[config.mk]
export PLATFORM = sky130hd
export DESIGN_NAME = if_instr_queue
export DESIGN_NICKNAME = d
export VERILOG_FILES = /design/src/rtl/if_instr_queue_pkg.sv /design/src/rtl/if_instr_queue_storage.sv /design/src/rtl/if_instr_queue.sv
export SDC_FILE = /design/constraint.sdc
export NUM_CORES = 1
export LEC_CHECK = 0
export ABC_AREA = 1
export BUFFER_PORTS_ARGS = -buffer_cell sky130_fd_sc_hd__clkbuf_2
export CELL_PAD_IN_SITES_DETAIL_PLACEMENT = 0
export CELL_PAD_IN_SITES_GLOBAL_PLACEMENT = 2
export CORE_ASPECT_RATIO = 0.7
export CORE_MARGIN = 5
export CORE_UTILIZATION = 41
export CTS_BUF_LIST = sky130_fd_sc_hd__clkbuf_8
export CTS_CLUSTER_DIAMETER = 40
export DETAILED_ROUTE_END_ITERATION = 6
export PLACE_DENSITY_LB_ADDON = 0.1
export SLEW_MARGIN = 10
export SYNTH_ARGS = -nofsm -noshare
export SYNTH_HDL_FRONTEND = slang
export SYNTH_HIERARCHICAL = 1
export SYNTH_SLANG_ARGS = --single-unit
[constraint.sdc]
create_clock -name clk -period 9.4 [get_ports clk]
set_input_delay 1.41 -clock clk [delete_from_list [all_inputs] [get_ports clk]]
set_output_delay 1.41 -clock clk [all_outputs]
set_load 0.02 [all_outputs]
[src/rtl/if_instr_queue_pkg.sv]
// Shared types for the fetch-side instruction queue: pipeline exception
// flags, branch-predictor result and the queued entry layout.
package if_instr_queue_pkg;

  localparam int IFQ_DEPTH = 8;

  // Fetch-stage exception flags carried alongside each instruction.
  typedef struct packed {
    logic interrupt;
    logic addr_err_if;
    logic tlb_refill_if;
    logic tlb_invalid_if;
  } ExceptinPipeType;

  // Branch predictor result attached to the fetched instruction.
  typedef struct packed {
    logic [31:0] target;
    logic        is_branch;
    logic        taken;
  } PResult;

  // One queue slot.
  typedef struct packed {
    logic [31:0]     instr;
    logic [31:0]     pc;
    ExceptinPipeType except_type;
    PResult          presult;
  } IFQEntry;

endpackage

[src/rtl/if_instr_queue_storage.sv]
// Entry storage for the instruction queue: one synchronous write port,
// one asynchronous read port. Data is not reset; validity is tracked by
// the occupancy counter in the parent.
module if_instr_queue_storage
  import if_instr_queue_pkg::*;
#(
  parameter int DEPTH = IFQ_DEPTH,
  localparam int PTR_W = $clog2(DEPTH)
) (
  input  logic             clk,
  input  logic             wr_en,
  input  logic [PTR_W-1:0] wr_addr,
  input  IFQEntry          wr_data,
  input  logic [PTR_W-1:0] rd_addr,
  output IFQEntry          rd_data
);

  IFQEntry mem_r [DEPTH];

  // Capture the offered entry into the addressed slot.
  always_ff @(posedge clk) begin
    if (wr_en) begin
      mem_r[wr_addr] <= wr_data;
    end
  end

  assign rd_data = mem_r[rd_addr];

endmodule

[src/rtl/if_instr_queue.sv]
// Fetch-side instruction queue. Buffers fetched entries and presents the
// oldest one to the ID register; supports full flush and a branch-redirect
// flush that keeps the delay slot.
module if_instr_queue
  import if_instr_queue_pkg::*;
#(
  parameter int DEPTH = IFQ_DEPTH,
  localparam int CNT_W = $clog2(DEPTH) + 1
) (
  input  logic              clk,
  input  logic              rst,
  input  logic              IF_Flush,
  input  logic              IF_FlushKeepDS,
  input  logic              Fetch_Valid,
  output logic              Fetch_Ready,
  input  logic [31:0]       Fetch_Instr,
  input  logic [31:0]       Fetch_PC,
  input  ExceptinPipeType   Fetch_ExceptType,
  input  PResult            Fetch_PResult,
  input  logic              ID_Wr,
  output logic [31:0]       IF_Instr,
  output logic [31:0]       IF_PC,
  output ExceptinPipeType   IF_ExceptType,
  output PResult            IF_PResult,
  output logic              IF_Valid,
  output logic [CNT_W-1:0]  IFQ_Count
);

  localparam int PTR_W = $clog2(DEPTH);
  localparam logic [CNT_W-1:0] FULL_CNT = CNT_W'(DEPTH);

  logic [PTR_W-1:0] head_r, tail_r, head_s, tail_s;
  logic [CNT_W-1:0] count_r, count_s;
  logic             ds_pending_r, ds_pending_s;
  logic             wr_en_s, enq_s, deq_s;
  IFQEntry          wr_data_s, rd_data_s;

  // Ready depends only on the registered count so fetch never sees ID_Wr.
  assign Fetch_Ready = (count_r != FULL_CNT);
  assign IF_Valid    = (count_r != {CNT_W{1'b0}});
  assign IFQ_Count   = count_r;
  assign enq_s       = Fetch_Valid && Fetch_Ready;
  assign deq_s       = ID_Wr && IF_Valid;
  assign wr_data_s   = '{instr: Fetch_Instr, pc: Fetch_PC,
                         except_type: Fetch_ExceptType, presult: Fetch_PResult};

  if_instr_queue_storage #(.DEPTH(DEPTH)) u_storage (
    .clk     (clk),
    .wr_en   (wr_en_s),
    .wr_addr (tail_r),
    .wr_data (wr_data_s),
    .rd_addr (head_r),
    .rd_data (rd_data_s)
  );

  // Next-state for pointers/count: flush beats keep-DS beats normal traffic.
  always_comb begin
    head_s       = head_r;
    tail_s       = tail_r;
    count_s      = count_r;
    ds_pending_s = ds_pending_r;
    wr_en_s      = 1'b0;
    if (IF_Flush) begin
      head_s       = tail_r;
      count_s      = {CNT_W{1'b0}};
      ds_pending_s = 1'b0;
    end else if (IF_FlushKeepDS) begin
      if (count_r > CNT_W'(deq_s)) begin
        // Delay slot already queued: keep only the entry after any pop.
        head_s       = head_r + PTR_W'(deq_s);
        tail_s       = head_r + PTR_W'(deq_s) + PTR_W'(1);
        count_s      = CNT_W'(1);
        ds_pending_s = 1'b0;
      end else if (enq_s) begin
        // Delay slot arrives this very cycle: it becomes the sole entry.
        wr_en_s      = 1'b1;
        head_s       = tail_r;
        tail_s       = tail_r + PTR_W'(1);
        count_s      = CNT_W'(1);
        ds_pending_s = 1'b0;
      end else begin
        // Delay slot still in flight: empty and wait for it.
        head_s       = tail_r;
        count_s      = {CNT_W{1'b0}};
        ds_pending_s = 1'b1;
      end
    end else begin
      if (enq_s) begin
        wr_en_s      = 1'b1;
        tail_s       = tail_r + PTR_W'(1);
        ds_pending_s = 1'b0;
      end else begin
        tail_s       = tail_r;
      end
      if (deq_s) begin
        head_s = head_r + PTR_W'(1);
      end else begin
        head_s = head_r;
      end
      count_s = count_r + CNT_W'(enq_s) - CNT_W'(deq_s);
    end
  end

  // Queue control state register with synchronous reset.
  always_ff @(posedge clk) begin
    if (rst) begin
      head_r       <= {PTR_W{1'b0}};
      tail_r       <= {PTR_W{1'b0}};
      count_r      <= {CNT_W{1'b0}};
      ds_pending_r <= 1'b0;
    end else begin
      head_r       <= head_s;
      tail_r       <= tail_s;
      count_r      <= count_s;
      ds_pending_r <= ds_pending_s;
    end
  end

  // Present the head entry, forced to zero when empty so no X reaches ID.
  always_comb begin
    if (IF_Valid) begin
      IF_Instr      = rd_data_s.instr;
      IF_PC         = rd_data_s.pc;
      IF_ExceptType = rd_data_s.except_type;
      IF_PResult    = rd_data_s.presult;
    end else begin
      IF_Instr      = 32'h0000_0000;
      IF_PC         = 32'h0000_0000;
      IF_ExceptType = '{default: 1'b0};
      IF_PResult    = '{default: '0};
    end
  end

endmodule

==> flow_summary_export.csv, run 1 <==
group,metric,value,unit
drt,ant_nets,0,
logic_synthesis,synth_top_area_cell,"edfxtp_1",
layout,syn_to_final_growth,13.6,%
cts,cts_hold_buffers,0,
floorplanning,rows,92,
sta,timing.final.crit_share,0.569,
placement,dpl.hpwl,47600,um
global_routing,grt_pass1_wl,143000,um
setup_path,crit_slowest_cell,"buf_4",
cts,cts_tree,"done",
layout,drive_gt1_frac,0.107,
sta,tightestPinTransition,1060,ps
sta,finalHoldViolCount,0,
cts,cts_sinks,826,
pwr,p_leak,19.9,nW
setup_path,critPathRequiredTime,7990,ps
global_routing,grt_max_degree,182,
cts,cts_setup_buffers,0,
setup_path,end_kind,"output pin",
sta,slew_violations,0,
drt,num_vias,24100,
global_routing,grt_remaining_overflow,0,
sta,rsz0062_at_grt,"no",
logic_synthesis,ys_warn_count,6,
floorplanning,core,89800,um^2
global_routing,grt_pass1_vias,23500,
cts,clockRootBuffer,"clkbuf_8",
setup_path,critPathMostFrequentCell,"nand2_1",
placement,post-place-ws,4500,ps
sta,skew,24.3,ps
drt,wl_per_cell,17.3,um
placement,port_buffers,215,
drt,drc,0,
drt,drt-initial-drc-count,1352,
cts,cts_buffers,145,
cts,cts_buffer_depth,3,
logic_synthesis,syn_nets,4002,
cts,ctsHtreeMaxLevel,4,
sta,fin_setup_tns,0,ps
setup_path,cp_max_fo,169,
logic_synthesis,syn_inst,3883,
setup_path,cp_cell_sequence,"buf_12 -> buf_4 -> nand2_1 -> nand3_1 -> nand2_1 -> nand2_1 -> nand2_1 -> inv_1 -> nor2_1 -> clkbuf_2",
pwr,vdd_ir_drop_max,0.109,mV
logic_synthesis,netlist_area,37000,um^2
hold_path,min_path_type,"reg -> reg",
placement,routabilityCongestion,0.713,
cts,clk_latency,780,ps
sta,period_minus_slack,5350,ps
layout,fillers,8695,
floorplanning,die_height,261,um
run,maxCapViolCount,0,
logic_synthesis,synth_seq_area_share,0.668,
logic_synthesis,synth_seq_cells,826,
floorplanning,start_util,0.412,
logic_synthesis,synth-main-ff-cell,"edfxtp_1",
layout,fin_nets,4228,
drt,drt_wl_total,93600,um
logic_synthesis,syn_avg_cell_area,9.53,um^2
setup_path,arrival,3940,ps
setup_path,crit_type,"reg -> out",
outcome,run_status,"complete, no violations",
cts,clkTransAtPathRegs,50,ps
floorplanning,io_pins,216,
logic_synthesis,synthTopCellsByArea,"edfxtp_1 66%, nand2_1 14%, inv_1 9.6%",
logic_synthesis,ys_async_sr_fraction,0,
setup_path,cp_slowest_stage_delay,880,ps
logic_synthesis,synth-edff-count,816,
setup_path,reg2reg_slack,5280,ps
logic_synthesis,yosysTopAreaCellShare,0.662,
sta,setup_viol,0,
global_routing,antenna_found_initial,8,
drt,routed_via_density,4.47,
floorplanning,die_x,369,um
drt,drt_pass1_iterations,5,
global_routing,track_usage,0.195,
cts,cts_resized,0,
floorplanning,die_area,96400,um^2
sta,relSlewSlack,0.292,
sta,fmax,187,MHz
setup_path,critPathLaunchType,"flip-flop",
logic_synthesis,synth_cell_types,25,
pwr,cellPowerDensity,198,nW/um^2
sta,worst_slack,4050,ps
sequential cells by signal, summed over array words and instances (netlist names):
name	count
tail_r	3
head_r	3
u_storage/mem_r	816
IFQ_Count	4
where the power goes:
group | switching, mW | total (mW) | internal, mW
clock | 1.47 | 3.31 | 1.83
sequential | 0.0315 | 4.15 | 4.12
combinational | 0.638 | 0.872 | 0.234
final timing paths:
path,from,endpoint,cells after the start
max,head_r[0]$_SDFFE_PP0P_,IF_PC[1],10
min reg2reg,tail_r[1]$_SDFFE_PP0N_,head_r[1]$_SDFFE_PP0P_,2
max reg2reg,IFQ_Count[2]$_SDFF_PP0_,u_storage/mem_r[4][39]$_DFFE_PP_,16
min,tail_r[1]$_SDFFE_PP0N_,head_r[1]$_SDFFE_PP0P_,2
layer usage:
layer / vias to the layer above / track usage / wire length [um]
li1: 12400 / - / -
met2: 398 / 0.311 / 42300
met3: 138 / 0.0417 / 4080
met4: 8 / 0.0482 / 1550
met5: - / 0 / 61
met1: 11200 / 0.274 / 45600
worst max-delay path, delay by kind of cell (launching register included):
family	cells	cell delay (ps)
buffers and inverters	4	1870
DFF	1	690
and+or+nand+nor	6	520
cell families after synthesis:
logic type               count (synthesis)  share of synthesized area
AND/OR/NAND/NOR                       1909                      0.208
buffers and inverters                 1115                      0.116
flip-flops                             826                      0.668
AO/OA/AOI/OAI                           18                    0.00260
adder cells (fa/ha/maj)                 11                    0.00392
XOR/XNOR                                 4                   0.000947
layout by cell type, fill, tap and decap left out, types with 2 or more instances in the layout:
cell / n
buf_12: 3
ha_1: 10
inv_8: 2
xnor2_1: 2
nor2_1: 116
diode_2: 5
inv_1: 985
a21oi_1: 7
nand3_1: 417
dfxtp_4: 3
xor2_1: 2
bufinv_16: 13
nand2_2: 3
clkbuf_8: 150
edfxtp_1: 816
clkinv_2: 13
clkbuf_2: 215
clkinvlp_4: 5
dfxtp_1: 7
nand2_1: 1362
clkinv_1: 31
buf_4: 29
nor2_4: 9
o21ai_0: 7
inv_6: 2
cell usage after synthesis (2+ instances only):
master	count
nand2_1	1362
inv_1	944
edfxtp_1	816
nand3_1	417
nor2_1	124
buf_2	91
clkbuf_1	61
buf_1	15
dfxtp_1	10
ha_1	10
a21oi_1	7
o21ai_0	7
inv_2	3
nand2_2	3
xnor2_1	2
xor2_1	2
through the flow:
step           hold slack [ps]  instance area (um^2)  cells   util  power (mW)
2_1_floorplan              510                 37000   3883      -        4.80
3_3_place_gp               609                 39200   5137  0.436        5.12
3_5_place_dp               585                 39200   5137  0.436        5.12
4_1_cts                    601                 42000   5393  0.468        8.47
5_1_grt                    705                 42000   5395  0.468        8.75
6_report                   608                 42000   5398  0.468        8.33
layout make-up:
class | count | area, um^2 | area share
Timing Repair Buffer | 247 | 1350 | 0.0322
Clock inverter | 106 | 785 | 0.0187
Tap cell | 1175 | 1470 | 0.0350
Clock buffer | 150 | 2060 | 0.0491
Sequential cell | 826 | 24700 | 0.588
Multi-Input combinational cell | 1942 | 8040 | 0.191
Inverter | 947 | 3580 | 0.0851
Antenna cell | 5 | 12.5 | 0.000298
(Power assumes the default switching activity.)
==> inputs of run 2 (changes only) <==
==> constraint.sdc (replaced) <==
create_clock -name clk -period 5.45 [get_ports clk]
set_input_delay 0.8175 -clock clk [delete_from_list [all_inputs] [get_ports clk]]
set_output_delay 0.8175 -clock clk [all_outputs]
set_load 0.02 [all_outputs]
==> run 2 against run 1 <==
  * Wire length down 0.36%
  * Power up 69%
  * Non-clock buffer count up 6
  * Combinational power up 73%
  * First-iteration DRC count up 5.5%
  * Core utilization up 0.074 points
  * Critical path depth unchanged
  * Cell count about the same
  * Via count down 0.11%
  * Register-to-register slack worse by 3500 ps
  * Largest power group unchanged
==> flow_summary_export.csv, run 2 (synthesized netlist as in run 1, its figures left out) <==
group,metric,value,unit
outcome,run_status,"complete, no violations",
floorplanning,start_util,0.412,
sta,slew_violations,0,
cts,cts_buffers,145,
sta,skew,17.8,ps
floorplanning,core,89800,um^2
sta,setup_viol,0,
layout,stdcell_count,5399,
global_routing,grt_pass1_vias,23500,
global_routing,antenna_found_initial,9,
cts,clk_latency,810,ps
drt,routed_via_density,4.47,
sta,worst_slack,877,ps
sta,fin_setup_tns,0,ps
pwr,cellPowerDensity,334,nW/um^2
cts,cts_hold_buffers,0,
hold_path,min_path_type,"in -> reg",
placement,post-place-ws,1640,ps
sta,fmax,219,MHz
layout,fillers,8688,
placement,dpl.hpwl,46700,um
pwr,p_seq_frac,0.510,
floorplanning,die_x,369,um
run,maxCapViolCount,0,
drt,drc,0,
layout,top_register,"u_storage/mem_r",
placement,placedInstanceArea,39400,um^2
global_routing,grt_pass1_wl,143000,um
floorplanning,io_pins,216,
pwr,p_clk_frac,0.383,
drt,drt_pass1_iterations,5,
sta,fin_hold_ws,284,ps
global_routing,track_usage,0.195,
pwr,switching_share,0.259,
cts,cts_sinks,826,
setup_path,end_kind,"output pin",
pwr,p_comb_frac,0.107,
sta,relSlewSlack,0.322,
setup_path,path_buf_inv,4,
pwr,vdd_ir_drop_max,0.229,mV
setup_path,critPathRequiredTime,4630,ps
cts,clockRootBuffer,"clkbuf_8",
global_routing,grt_remaining_overflow,0,
setup_path,cp_max_fo,130,
setup_path,crit_type,"reg -> out",
setup_path,cp_slowest_stage_delay,890,ps
setup_path,cp_cell_sequence,"inv_8 -> buf_12 -> nand2_1 -> nand3_1 -> nand2_1 -> nand2_1 -> nand2_1 -> inv_1 -> nor2_1 -> clkbuf_2",
floorplanning,die_area,96400,um^2
pwr,p_int,10.4,mW
setup_path,crit_slowest_cell,"dfxtp_4",
layout,fin_nets,4234,
setup_path,critPathLaunchType,"flip-flop",
cts,cts_buffer_depth,3,
layout,multi_input_area,8040,um^2
sta,timing.final.crit_share,0.839,
placement,dp_cells,5143,
drt,drt_wl_total,93300,um
layout,final_cell_mix,"1362 x nand2_1, 984 x inv_1, 816 x edfxtp_1, 417 x nand3_1, 215 x clkbuf_2",
layout,seqCellArea,24700,um^2
pwr,p_leak,19.9,nW
drt,ant_nets,0,
placement,port_buffers,215,
sta,tightestPinTransition,1020,ps
floorplanning,rows,92,
placement,routabilityCongestion,0.741,
setup_path,arrival,3760,ps
layout,syn_to_final_growth,13.8,%
sta,period_minus_slack,4570,ps
layout,largest_reg_flops,816,
layout,drive_gt1_frac,0.109,
cts,cts_tree,"done",
sta,rsz0062_at_grt,"no",
global_routing,grt_max_degree,178,
drt,wl_per_cell,17.3,um
cts,ctsHtreeMaxLevel,4,
pwr,switching_power,3.64,mW
setup_path,cp_top_family,"buffers and inverters",
floorplanning,die_height,261,um
cts,cts_resized,0,
layout,layout_commonest_cell,"nand2_1",
sta,finalHoldViolCount,0,
drt,num_vias,24100,
cts,clkTransAtPathRegs,60,ps
layout,fin_area,42100,um^2
drt,drt-initial-drc-count,1426,
setup_path,critPathMostFrequentCell,"nand2_1",
cts,cts_setup_buffers,0,
## run 2: final timing paths
path / from / slack [ps] / depth (start not counted) / to
setup / recovery: head_r[0]$_SDFFE_PP0P_ / 880 / 10 / IF_PC[8]
hold / removal: Fetch_PC[5] / 280 / 1 / u_storage/mem_r[7][43]$_DFFE_PP_
setup reg to reg: IFQ_Count[2]$_SDFF_PP0_ / 1820 / 15 / u_storage/mem_r[3][71]$_DFFE_PP_
hold reg to reg: tail_r[1]$_SDFFE_PP0N_ / 620 / 2 / head_r[1]$_SDFFE_PP0P_
## run 2: cell type report
type	instances	share of cell area
Clock inverter	94	0.0132
Timing Repair Buffer	253	0.0374
Inverter	947	0.0850
Clock buffer	155	0.0507
Multi-Input combinational cell	1942	0.191
Sequential cell	826	0.587
Antenna cell	7	0.000416
Tap cell	1175	0.0349
## run 2: layer usage
layer	wire (um)	global-route usage	up-vias
met5	65	0	-
met4	1650	0.0585	10
met3	3940	0.0369	129
met2	43200	0.318	404
met1	44500	0.269	11200
li1	-	-	12400
## run 2: through the flow
stage	total power [mW]	util
finish	14.0	0.469
global route	14.8	0.469
CTS	14.3	0.469
detailed placement	8.84	0.439
global placement	8.84	0.439
floorplan	8.27	-
## run 2: worst register-to-register path, delay by kind of cell, from the launching register on
kind                     cells  cell delay [ps]
AND/OR/NAND/NOR              8             1560
buffers and inverters        5              860
flip-flops                   1              310
adder cells (fa/ha/maj)      2              500
## run 2: power by group through the flow
stage	logic, mW	clock network [mW]	registers, mW
finish	1.51	5.37	7.16
global route	1.73	5.88	7.17
CTS	1.55	5.59	7.16
detailed placement	1.54	0	7.29
global placement	1.55	0	7.29
floorplan	1.00	0	7.27
==> inputs of run 3 (changes only) <==
--- a/config.mk
+++ b/config.mk
@@ -5,13 +5,13 @@
 export SDC_FILE = /design/constraint.sdc
 export NUM_CORES = 1
 export LEC_CHECK = 0
-export ABC_AREA = 1
+export ABC_AREA = 0
 export BUFFER_PORTS_ARGS = -buffer_cell sky130_fd_sc_hd__clkbuf_2
 export CELL_PAD_IN_SITES_DETAIL_PLACEMENT = 0
 export CELL_PAD_IN_SITES_GLOBAL_PLACEMENT = 2
 export CORE_ASPECT_RATIO = 0.7
 export CORE_MARGIN = 5
-export CORE_UTILIZATION = 41
+export CORE_UTILIZATION = 45
 export CTS_BUF_LIST = sky130_fd_sc_hd__clkbuf_8
 export CTS_CLUSTER_DIAMETER = 40
 export DETAILED_ROUTE_END_ITERATION = 6
==> constraint.sdc (replaced) <==
create_clock -name clk -period 3.7 [get_ports clk]
set_input_delay 0.555 -clock clk [delete_from_list [all_inputs] [get_ports clk]]
set_output_delay 0.555 -clock clk [all_outputs]
set_load 0.02 [all_outputs]
==> run 3 against run 2 <==
  * Critical path depth is 5 lower
  * Wire length is 27% lower
  * Die area is 20% lower
  * Register-to-register slack worse by 1300 ps
  * Sequential share of layout area is 7.2 points higher
  * Combinational power is 19% higher
  * Non-clock buffer count is 23 higher
  * Core utilization is 5.7 points higher
  * Synthesized cell count is 64% lower
  * Power is 38% higher
  * Clock-buffer cell count is 15 lower
  * Critical endpoint is now IF_Instr[6]
==> flow_summary_export.csv, run 3 <==
group,metric,value,unit
setup_path,cp_max_fo,24,
setup_path,path_buf_inv,2,
logic_synthesis,synthTopCellsByArea,"edfxtp_1 76%, mux4_2 14%, mux2_2 3.2%",
drt,ant_nets,0,
layout,largest_reg_flops,816,
logic_synthesis,syn_avg_cell_area,22.9,um^2
setup_path,end_kind,"output pin",
layout,final_util,0.526,
layout,drive_gt1_frac,0.418,
placement,dp_cells,2568,
logic_synthesis,yosysMostFrequentCell,"edfxtp_1",
logic_synthesis,ys_async_sr_fraction,0,
setup_path,cp_top_family,"multiplexers",
run,maxCapViolCount,0,
cts,cts_buffer_depth,3,
sta,skew,22.4,ps
logic_synthesis,netlist_area,32200,um^2
setup_path,crit_slowest_cell,"dfxtp_4",
drt,num_vias,14900,
logic_synthesis,syn_nets,1527,
pwr,vdd_ir_drop_max,0.285,mV
sta,rsz0062_at_grt,"no",
global_routing,antenna_found_initial,13,
floorplanning,die_x,330,um
global_routing,track_usage,0.180,
global_routing,grt_pass1_wl,102000,um
setup_path,path_depth,5,
pwr,power.total,19.4,mW
logic_synthesis,yosysTopAreaCellShare,0.760,
pwr,p_leak,12.2,nW
outcome,run_status,"complete, no violations",
layout,top_register,"u_storage/mem_r",
logic_synthesis,synth_cell_types,47,
layout,multi_input_area,7170,um^2
sta,timing.final.crit_share,0.955,
global_routing,grt_pass1_vias,15800,
logic_synthesis,synth_top_area_cell,"edfxtp_1",
sta,relSlewSlack,0.520,
sta,finalHoldViolCount,0,
drt,drt-initial-drc-count,1096,
drt,routed_via_density,5.33,
sta,fmax,283,MHz
logic_synthesis,synth-edff-count,816,
cts,cts_tree,"done",
floorplanning,rows,82,
drt,drc,0,
setup_path,worst_r2r_path_depth,13,
layout,seqCellArea,24700,um^2
logic_synthesis,syn_inst,1408,
logic_synthesis,synth_seq_area_share,0.766,
drt,drt_wl_total,68000,um
drt,drt_pass1_iterations,5,
sta,worst_slack,167,ps
sta,period_minus_slack,3530,ps
logic_synthesis,synth_common_cells,"816 x edfxtp_1, 204 x mux4_2, 102 x and2_1, 92 x mux2_2, 28 x clkbuf_1",
placement,routabilityCongestion,0.705,
sta,tightestPinTransition,719,ps
layout,syn_to_final_growth,16.3,%
logic_synthesis,ys_warn_count,6,
setup_path,cp_slowest_stage_delay,630,ps
cts,cts_sinks,826,
logic_synthesis,synth_seq_cells,826,
setup_path,cp_cell_sequence,"bufbuf_16 -> mux4_2 -> mux2_2 -> and2_1 -> clkbuf_2",
setup_path,crit_type,"reg -> out",
layout,fin_nets,1867,
hold_path,hold_depth,1,
cts,cts_buffers,134,
logic_synthesis,synth-main-ff-cell,"edfxtp_1",
hold_path,min_path_type,"in -> reg",
floorplanning,core,71300,um^2
setup_path,critPathRequiredTime,3140,ps
layout,final_cell_mix,"816 x edfxtp_1, 215 x clkbuf_2, 204 x mux4_2, 140 x clkbuf_8, 102 x and2_1",
layout,stdcell_count,2795,
cts,clkTransAtPathRegs,60,ps
sta,slew_violations,0,
floorplanning,start_util,0.452,
placement,post-place-ws,556,ps
global_routing,grt_max_degree,78,
layout,layout_commonest_cell,"edfxtp_1",
layout,fillers,5569,
cts,clockRootBuffer,"clkbuf_8",
pwr,cellPowerDensity,518,nW/um^2
floorplanning,die_area,77200,um^2
global_routing,grt_remaining_overflow,0,
setup_path,arrival,2980,ps
floorplanning,die_height,234,um
setup_path,critPathLaunchType,"flip-flop",
sta,setup_viol,0,
placement,port_buffers,215,
cts,clk_latency,750,ps
cts,ctsHtreeMaxLevel,4,
floorplanning,io_pins,216,
drt,wl_per_cell,24.3,um
placement,dpl.hpwl,37900,um
[run 3: cell types whose count changed after synthesis, moves of 9 or more]
cell and change:
inv_1 -934, mux2_2 +92, mux4_2 +204, buf_2 -74
nor2_1 -105, and2_1 +102, mux2_4 +10, buf_1 -9
nand2_1 -1355, buf_6 +19, nand3_1 -415, clkbuf_1 -33
[run 3: cell families after synthesis]
group,share of synthesized area
flops,0.766
mux,0.179
simple gates,0.0283
buf+inv,0.0153
compound gates,0.00497
fa+ha+maj,0.00450
xor+xnor,0.00136
[run 3: through the flow]
step	TNS (ps)	hold WS, ps	instance area, um^2
floorplan	-265160	526	32400
CTS	0	0.771	37500
global placement	0	640	35000
detailed placement	0	643	35000
finish	0	82.3	37500
global route	0	33.8	37500
[run 3: routing by layer]
| layer | up-vias | track usage | part of all wire |
|---|---|---|---|
| li1 | 6550 | - | - |
| met1 | 7901 | 0.252 | 0.44 |
| met2 | 325 | 0.284 | 0.49 |
| met3 | 102 | 0.0456 | 0.051 |
| met4 | 14 | 0.0509 | 0.018 |
| met5 | - | 0 | 0.0011 |
[run 3: area by class of cell]
class	count	share of cell area
clock inverters	76	0.0115
repair buffers	276	0.0526
clock buffers	140	0.0514
diodes	1	0.0000668
flip-flops and latches	826	0.660
multi-input cells	499	0.191
inverters	11	0.00120
well taps	966	0.0322
[run 3: path summary, 6_finish.rpt]
kind	from	slack (ps)	end
max	head_r[0]$_SDFFE_PP0P_	170	IF_Instr[6]
min	Fetch_PResult[16]	80	u_storage/mem_r[0][16]$_DFFE_PP_
max reg2reg	IFQ_Count[3]$_SDFF_PP0_	550	u_storage/mem_r[0][71]$_DFFE_PP_
min reg2reg	tail_r[2]$_SDFFE_PP0N_	670	head_r[2]$_SDFFE_PP0P_
[run 3: where the power goes]
part,switching [mW],internal (mW)
registers,0.0808,10.5
logic,0.937,0.850
clock network,3.41,3.69
total,4.43,15.0
[run 3: what timing repair did]
item	CTS	global route
setup buffers	1	0
setup endpoints to repair	27	77
hold buffers	8	0
gates cloned	1	0
endpoints found under the hold margin	41	0
gates resized for setup	1	1
